==> src/rtl/hazard_ctrl.sv <==
// Pipeline hazard unit: operand forwarding, load-use bubbles, branch flush, memory-wait freeze.
// Latency: all hold/flush/forward outputs are combinational in the current cycle; counters update on the next edge.
// Backpressure: a pending memory access freezes F/D/E/M and bubbles W until mem_ready_m, overriding all else.
module hazard_ctrl #(
  parameter int ADDR_W   = 5,
  parameter int CNT_W    = 16,
  parameter int LOAD_LAT = 1
) (
  input  logic              clk,
  input  logic              rst,
  input  logic [ADDR_W-1:0] rs1_d,
  input  logic [ADDR_W-1:0] rs2_d,
  input  logic [ADDR_W-1:0] rs1_e,
  input  logic [ADDR_W-1:0] rs2_e,
  input  logic [ADDR_W-1:0] rd_e,
  input  logic [ADDR_W-1:0] rd_m,
  input  logic [ADDR_W-1:0] rd_w,
  input  logic              reg_write_m,
  input  logic              reg_write_w,
  input  logic [1:0]        result_src_e,
  input  logic              pc_src_e,
  input  logic              mem_req_m,
  input  logic              mem_ready_m,
  input  logic              clr_cnt,
  output logic [1:0]        fwd_a_e,
  output logic [1:0]        fwd_b_e,
  output logic              stall_f,
  output logic              stall_d,
  output logic              stall_e,
  output logic              stall_m,
  output logic              flush_d,
  output logic              flush_e,
  output logic              flush_w,
  output logic [CNT_W-1:0]  stall_cnt,
  output logic [CNT_W-1:0]  flush_cnt,
  output logic              busy
);

  typedef enum logic [1:0] {RUN, LOAD_STALL, MEM_WAIT} state_t;

  // First load bubble is issued from RUN, so the down-counter covers the remaining LOAD_LAT-1.
  localparam logic [2:0] LCNT_INIT = (LOAD_LAT > 1) ? 3'(LOAD_LAT - 2) : 3'd0;

  state_t           state_q, state_d;
  logic [2:0]       lcnt_q, lcnt_d;
  logic [CNT_W-1:0] stall_cnt_q, stall_cnt_d;
  logic [CNT_W-1:0] flush_cnt_q, flush_cnt_d;

  logic [1:0] fwd_a_raw, fwd_b_raw;
  logic       lw_haz, mem_wait;
  logic       st_f, st_d, st_e, st_m, fl_d, fl_e, fl_w;

  // Forward selection: M beats W, register 0 never forwards.
  always_comb begin
    fwd_a_raw = 2'b00;
    fwd_b_raw = 2'b00;
    if (reg_write_m && (rd_m != '0) && (rd_m == rs1_e))      fwd_a_raw = 2'b10;
    else if (reg_write_w && (rd_w != '0) && (rd_w == rs1_e)) fwd_a_raw = 2'b01;
    if (reg_write_m && (rd_m != '0) && (rd_m == rs2_e))      fwd_b_raw = 2'b10;
    else if (reg_write_w && (rd_w != '0) && (rd_w == rs2_e)) fwd_b_raw = 2'b01;
  end

  assign lw_haz   = (result_src_e == 2'b01) && (rd_e != '0) && ((rd_e == rs1_d) || (rd_e == rs2_d));
  assign mem_wait = mem_req_m && !mem_ready_m;

  // Next-state and raw hold/flush decode; priority is mem_wait, then branch, then load-use.
  always_comb begin
    state_d = state_q;
    lcnt_d  = lcnt_q;
    st_f = 1'b0; st_d = 1'b0; st_e = 1'b0; st_m = 1'b0;
    fl_d = 1'b0; fl_e = 1'b0; fl_w = 1'b0;
    case (state_q)
      RUN, LOAD_STALL: begin
        if (mem_wait) begin
          st_f = 1'b1; st_d = 1'b1; st_e = 1'b1; st_m = 1'b1; fl_w = 1'b1;
          lcnt_d  = 3'd0;
          state_d = MEM_WAIT;
        end else if (pc_src_e) begin
          fl_d = 1'b1; fl_e = 1'b1;
          lcnt_d  = 3'd0;
          state_d = RUN;
        end else if (state_q == LOAD_STALL) begin
          st_f = 1'b1; st_d = 1'b1; fl_e = 1'b1;
          if (lcnt_q == 3'd0) state_d = RUN;
          else                lcnt_d = lcnt_q - 3'd1;
        end else if (lw_haz) begin
          st_f = 1'b1; st_d = 1'b1; fl_e = 1'b1;
          if (LOAD_LAT > 1) begin
            lcnt_d  = LCNT_INIT;
            state_d = LOAD_STALL;
          end
        end
      end
      MEM_WAIT: begin
        if (mem_ready_m) begin
          state_d = RUN;
        end else begin
          st_f = 1'b1; st_d = 1'b1; st_e = 1'b1; st_m = 1'b1; fl_w = 1'b1;
        end
      end
      default: begin
        state_d = RUN;
        lcnt_d  = 3'd0;
      end
    endcase
  end

  // Outputs forced quiet while reset is held, independent of the other inputs.
  assign fwd_a_e = rst ? fwd_a_raw : 2'b00;
  assign fwd_b_e = rst ? fwd_b_raw : 2'b00;
  assign stall_f = rst & st_f;
  assign stall_d = rst & st_d;
  assign stall_e = rst & st_e;
  assign stall_m = rst & st_m;
  assign flush_d = rst & fl_d;
  assign flush_e = rst & fl_e;
  assign flush_w = rst & fl_w;
  assign busy    = (state_q != RUN);
  assign stall_cnt = stall_cnt_q;
  assign flush_cnt = flush_cnt_q;

  // Saturating performance counters; clear wins over increment.
  always_comb begin
    stall_cnt_d = stall_cnt_q;
    flush_cnt_d = flush_cnt_q;
    if (clr_cnt) begin
      stall_cnt_d = '0;
      flush_cnt_d = '0;
    end else begin
      if (stall_f && !(&stall_cnt_q))             stall_cnt_d = stall_cnt_q + CNT_W'(1);
      if ((flush_d || flush_e) && !(&flush_cnt_q)) flush_cnt_d = flush_cnt_q + CNT_W'(1);
    end
  end

  // State, bubble counter and performance counter registers.
  always_ff @(posedge clk or negedge rst) begin
    if (!rst) begin
      state_q     <= RUN;
      lcnt_q      <= 3'd0;
      stall_cnt_q <= '0;
      flush_cnt_q <= '0;
    end else begin
      state_q     <= state_d;
      lcnt_q      <= lcnt_d;
      stall_cnt_q <= stall_cnt_d;
      flush_cnt_q <= flush_cnt_d;
    end
  end

endmodule

==> config.mk <==
export PLATFORM = sky130hd
export DESIGN_NAME = hazard_ctrl
export DESIGN_NICKNAME = d
export VERILOG_FILES = /design/src/rtl/hazard_ctrl.sv
export SDC_FILE = /design/constraint.sdc
export NUM_CORES = 1
export LEC_CHECK = 0
export ABC_AREA = 0
export CAP_MARGIN = 0
export CORE_MARGIN = 1.5
export CORE_UTILIZATION = 44
export CTS_CLUSTER_SIZE = 28
export DETAILED_ROUTE_END_ITERATION = 16
export GPL_TIMING_DRIVEN = 0
export HOLD_SLACK_MARGIN = 0.15
export PLACE_DENSITY = 0.81
export REMOVE_ABC_BUFFERS = 1
export SYNTH_ARGS = -nofsm -noshare
export SYNTH_HDL_FRONTEND = slang
export SYNTH_SLANG_ARGS = --single-unit
==> constraint.sdc <==
create_clock -name clk -period 2.8 [get_ports clk]
set_clock_uncertainty 0.15 [all_clocks]
set_input_delay 0.42 -clock clk [delete_from_list [all_inputs] [get_ports clk]]
set_output_delay 0.42 -clock clk [all_outputs]
set_load 0.005 [all_outputs]
## Word level (Yosys, flattened, before mapping)

Index checks and enable logic that the tools add are counted.

| storage, ports and cells | value |
|---|---|
| flip-flop bits (word level) | 37 |
| bits of input ports | 45 |
| output and inout port bits | 44 |
| logic and storage cells | 89 |

| cells by class | value |
|---|---|
| add/subtract/negate cells | 3 |
| eq/ne operators | 13 |
| muxes and demuxes | 35 |
| bitwise gates (word level) | 5 |
| reduce and logical (&&, ||, !) cells | 29 |

Operators with widths:

| operator | count |
|---|---|
| two-way mux 16 bit | 4 |
| adder 16 x 1 -> 16 bit, second input constant | 2 |
| AND reduction 16 bit | 2 |
| equality test 5 bit | 6 |
| two-way mux 2 bit | 9 |
| nonzero test 5 bit | 3 |
| two-way mux 1 bit | 14 |
| two-way mux 3 bit | 4 |
| inequality test 4 bit, second input constant | 3 |
| logical AND 1 bit | 11 |
| one-hot mux 3 bit (2 select lines) | 1 |
| AND reduction 3 bit | 2 |
| nonzero test 2 bit | 3 |
| bitwise AND 1 bit | 4 |
| equality test 2 x 1 -> 1 bit, second input constant | 2 |
| one-hot mux 1 bit (2 select lines) | 2 |
| one-hot mux 2 bit (2 select lines) | 1 |
| logical NOT 1 bit | 3 |
| logical NOT 3 bit | 1 |
| subtractor 3 x 1 -> 3 bit, second input constant | 1 |
| equality test 2 bit, second input constant | 1 |
| logical NOT 2 bit | 1 |
| logical OR 1 bit | 2 |
| inequality test 2 bit, second input constant | 1 |
| 2 further kinds | 2 |

## Logic depth before layout (Yosys ltp)

| logic depth | value |
|---|---|
| word-level depth | 13 |
| depth in mapped cells | 9 |
| mapped depth without buffers | 7 |

## Worst setup path before layout

No wires, ideal clock.

| path | value |
|---|---|
| kind | input -> register |
| start point | input rd_e[1] |
| end point | register stall_cnt_q[1] (netlist: stall_cnt[1]) |
| setup time | 132 ps |
| arrival time | 1881 ps |
| required time | 2518 ps |
| slack | 637 ps |
| stages | 8 |
| path buffers | 2 |
| path through | or4_1 -> o21ai_2 -> a311oi_1 -> a21oi_1 -> buf_4 -> buf_6 -> mux2i_1 -> nor2_1 |

| between the ends | value |
|---|---|
| cells in the longest elaborated chain, start to end | 11 |
| elaborated cells on any way between the ends | 14 |
| those cells by class | eq/ne (2); mux (5); bitwise (1); reduce/logical (6) |

RTL lines:

| item | RTL line | source |
|---|---|---|
| start, declared | 15 | `input logic [ADDR_W-1:0] rd_e,` |
| equality test 5 bit / nonzero test 5 bit (equally long branches) | 63 | `assign lw_haz = (result_src_e == 2'b01) && (rd_e != '0) && ((rd_e == rs1_d) \|\| (rd_e == rs2_d));` |
| logical OR 1 bit / logical AND 1 bit (equally long branches) | 63 |  |
| logical AND 1 bit * | 63 |  |
| two-way mux 1 bit * | 86 | `end else if (lw_haz) begin` |
| two-way mux 1 bit * | 82 | `end else if (state_q == LOAD_STALL) begin` |
| two-way mux 1 bit * | 78 | `end else if (pc_src_e) begin` |
| two-way mux 1 bit * | 74 | `if (mem_wait) begin` |
| one-hot mux 1 bit (2 select lines) * | 72 | `case (state_q)` |
| bitwise AND 1 bit * | 111 | `assign stall_f = rst & st_f;` |
| logical AND 1 bit * | 130 | `if (stall_f && !(&stall_cnt_q)) stall_cnt_d = stall_cnt_q + CNT_W'(1);` |
| nonzero test 2 bit (no line) * | - |  |
| end signal, assigned | 145 | `stall_cnt_q <= stall_cnt_d;` |
| end, declared | 46 | `logic [CNT_W-1:0] stall_cnt_q, stall_cnt_d;` |

Mark *: on every way between the ends. The rest lies on a longest branch, timed or not.
A chain may end at the register's enable or synchronous reset.

## Final worst setup path

| path | value |
|---|---|
| start point | input rd_m[1] |
| end point | output fwd_a_e[1] |

| between the ends | value |
|---|---|
| cells in the longest elaborated chain, start to end | 5 |
| elaborated cells on any way between the ends | 6 |
| those cells by class | eq/ne (1); mux (2); reduce/logical (3) |

RTL lines:

| item | RTL line | source |
|---|---|---|
| start, declared | 16 | `input logic [ADDR_W-1:0] rd_m,` |
| nonzero test 5 bit | 57 | `if (reg_write_m && (rd_m != '0) && (rd_m == rs1_e)) fwd_a_raw = 2'b10;` |
| logical AND 1 bit | 57 |  |
| logical AND 1 bit * | 57 |  |
| two-way mux 2 bit * | 57 |  |
| two-way mux 2 bit * | 109 | `assign fwd_a_e = rst ? fwd_a_raw : 2'b00;` |
| end, declared | 25 | `output logic [1:0] fwd_a_e,` |

Marks and branches as above.

==> results.yml <==
logic_synthesis:
  yosys.area.top_type: "dfrtp_1"
  synth_top_area_share_pct: 37.0
  ys_ff_latch: 33
  ys_top_cells_by_area: "dfrtp_1 37%, or3_1 7.0%, a21oi_1 6.7%, xnor2_1 6.3%, xor2_1 6.3%"
  synth_edf_count: 0
  yosysSeqAreaShare_pct: 37.0
  syn_avg_cell_area_um2: 8.70
  async_flop_share_pct: 100
  synth.cell_area_um2: 2230
  synth-warning-count: 0
  ys.flop_type: "dfrtp_1"
  ys_types: 36
  syn-instance-count: 257
setup_path:
  worstSetupEndpointType: "primary output"
  critPathBufInv: 2
  critPathSlowestCell: "or4_1"
  crit_type: "input port to primary output"
  crit_family: "simple AND/OR/NAND/NOR gates"
  slowest_delay_ns: 0.54
  startpoint_type: "input port"
  timing.critical_path.required_ns: 2.23
  cp.arrival_ns: 2.15
  path_cells: "dlygate4sd2_1 > or4_1 > o21ai_2 > nor4_2 > and2_1 > clkdlybuf4s50_1"
  cp_max_fo: 3
timing:
  hold_slack_ns: 0.431
  period_minus_slack_ns: 2.72
  slew_headroom_pct: 18.8
  maxSlewViolCount: 0
  fin_crit_sh_pct: 97.0
  setup_tns_ns: 0
  clock.fmax_ghz: 0.368
  tightest_slew_ns: 1.21
  final-setup-viol-count: 0
  rsz0062_at_grt: "no"
  hold_viol: 0
floorplan:
  ios: 89
  die_h_um: 74.3
  rows: 25
  fp.dieW_um: 74.3
  dieArea_um2: 5520
  coreArea_um2: 4820
  initial_core_util_pct: 46.4
detailed_routing:
  vias_per_cell: 5.60
  ant_nets: 0
  dr.pass1.iters: 4
  routed-via-count: 2307
  finalWirelength_mm: 6.00
  drt_iter0_markers: 88
  wire_per_inst_um: 14.6
  drcViolationCount: 0
clocking:
  cts-root-buf: "clkbuf_8"
  cts.sinks: 33
  tritoncts: "yes"
  clockBufferDepth: 2
  cts.clk_slew.worst_paths_ns: 0.07
  clk_latency_ns: 0.28
  cts_max_level: 2
  cts_inserted_buffers: 5
global_route:
  antenna_found_initial: 0
  overflow: 0
  grt_pass1_vias: 2104
  grt_max_degree: 34
  grt_pass1_wl_mm: 9.58
  grt_usage_pct: 22.4
placed_design:
  place_hpwl_mm: 4.31
  portBuffers: 88
  place.gp.congestion: 0.809
  placed_cells: 399
power_and_ir_drop:
  p_leak_nw: 1.30
  power_density_nw_per_um2: 345
  vdd_drop_max_uv: 273
min_path:
  hold_class: "register to register"
finish:
  instances_no_fill: 412
  drive_above_1_share_pct: 9.86
  area_delta_synth_final_pct: 50.2
  antenna_cells: 0
  nNetsFinal: 391
  post-route-util_pct: 69.7
outcome:
  status: "finished clean"
job:
  cap_violations: 0
==> worst register-to-register path: stages (launching register included) <==
cell and delay, ns:
dfrtp_1 0.42, ha_1 0.25, nand4_1 0.13, nor2_2 0.11, a311oi_2 0.33, a21oi_4 0.18
buf_6 0.19, or4_1 0.47, a21oi_1 0.16
==> cell usage in the layout (no fill, tap or decap), types with 2 or more instances in the layout <==
cell type        instances
xor2_1                  16
clkbuf_8                 6
a311oi_2                 2
nand4_1                  5
o21ai_2                  2
or3_1                   25
or4_1                    8
nor2_1                   7
dlygate4sd2_1           10
o31ai_1                  4
clkdlybuf4s50_1         71
and2_1                   2
a21oi_1                 29
o21ai_0                 21
o21ai_1                  3
ha_1                     2
dfrtp_1                 33
or2_2                    2
nand2_1                 13
nor4_2                   3
nand2b_1                 2
and3_1                   7
buf_4                    4
nand3_1                 17
mux2i_1                  2
dlymetal6s2s_1           4
xnor2_1                 15
a21oi_4                  2
inv_1                    7
==> report_power, final <==
part           switching (mW)  internal, mW
Sequential            0.00483         0.480
Clock                   0.173         0.290
Combinational          0.0974         0.112
==> sequential cells by signal (all words and copies together), names as in the netlist <==
name and count:
flush_cnt 16, stall_cnt 16, state_q 1
==> cell usage after synthesis (all sizes together) (3+ instances only) <==
cell type,n
and3,7
o21ai,27
dfrtp,33
or4,9
o31ai,4
a311oi,3
clkbuf,5
xor2,16
buf,9
or3,25
nand3,17
nor2,8
nand2,13
inv,7
nand4,5
a21oi,31
nor4,4
xnor2,16
==> routing by layer <==
metal | vias to the layer above | routed length (µm) | share of wire, % | GRT usage (%)
met5 | - | 0 | 0 | 0
met3 | 7 | 498 | 8.3 | 6.37
met4 | 0 | 59 | 0.98 | 4.65
met2 | 94 | 2920 | 49 | 38.2
li1 | 1114 | - | - | -
met1 | 1092 | 2520 | 42 | 28.4
==> stage by stage <==
stage | instance area (µm²) | worst slack (ns) | total power [mW]
after floorplan | 2130 | 0.0362 | 0.561
after global placement | 3100 | -1.61 | 0.684
after detailed placement | 3110 | -0.508 | 0.688
after CTS | 3300 | 0.00410 | 1.16
after global routing | 3360 | 0.0133 | 1.21
final | 3360 | 0.0838 | 1.16
==> what timing repair did <==
| action | CTS | global route |
|---|---|---|
| setup endpoints to repair | 31 | 31 |
| endpoints found under the hold margin | 33 | 0 |
| hold buffers | 2 | 0 |
| setup buffers | 2 | 1 |
| pin swaps | 7 | 6 |
| resized for setup | 24 | 13 |
==> final timing paths <==
check,slack [ns],cells after the start,from,to
min in group asynchronous,0.61,3,rst,flush_cnt[6]
worst min-delay path,0.43,2,flush_cnt[5],flush_cnt[5]
worst max register to register,0.31,8,stall_cnt[0],stall_cnt[15]
worst min register to register,0.43,2,flush_cnt[5],flush_cnt[5]
worst max-delay path,0.08,6,rd_m[1],fwd_a_e[1]
max in group asynchronous,1.70,3,rst,stall_cnt[8]
==> final cells by class <==
cell class,instances,area [µm²]
multi-input cells,203,1370
clock inverters,1,30.0
well taps,67,83.8
inverters,7,26.3
clock buffers,7,86.3
fillers,410,1460
flip-flops and latches,33,826
repair buffers,94,936
==> kinds of logic (layout without fill, tap and decap cells) <==
family	after synthesis	count (layout)	synth area share [%]
and+or+nand+nor	98	98	25.0
AOI/OAI and AO/OA	69	69	17.7
DFF	33	33	37.0
xor gates and xnor gates	32	32	12.5
buffers and inverters	21	109	5.71
adders and majority gates	2	2	1.12
muxes	2	2	0.896
(Power assumes the default switching activity.)
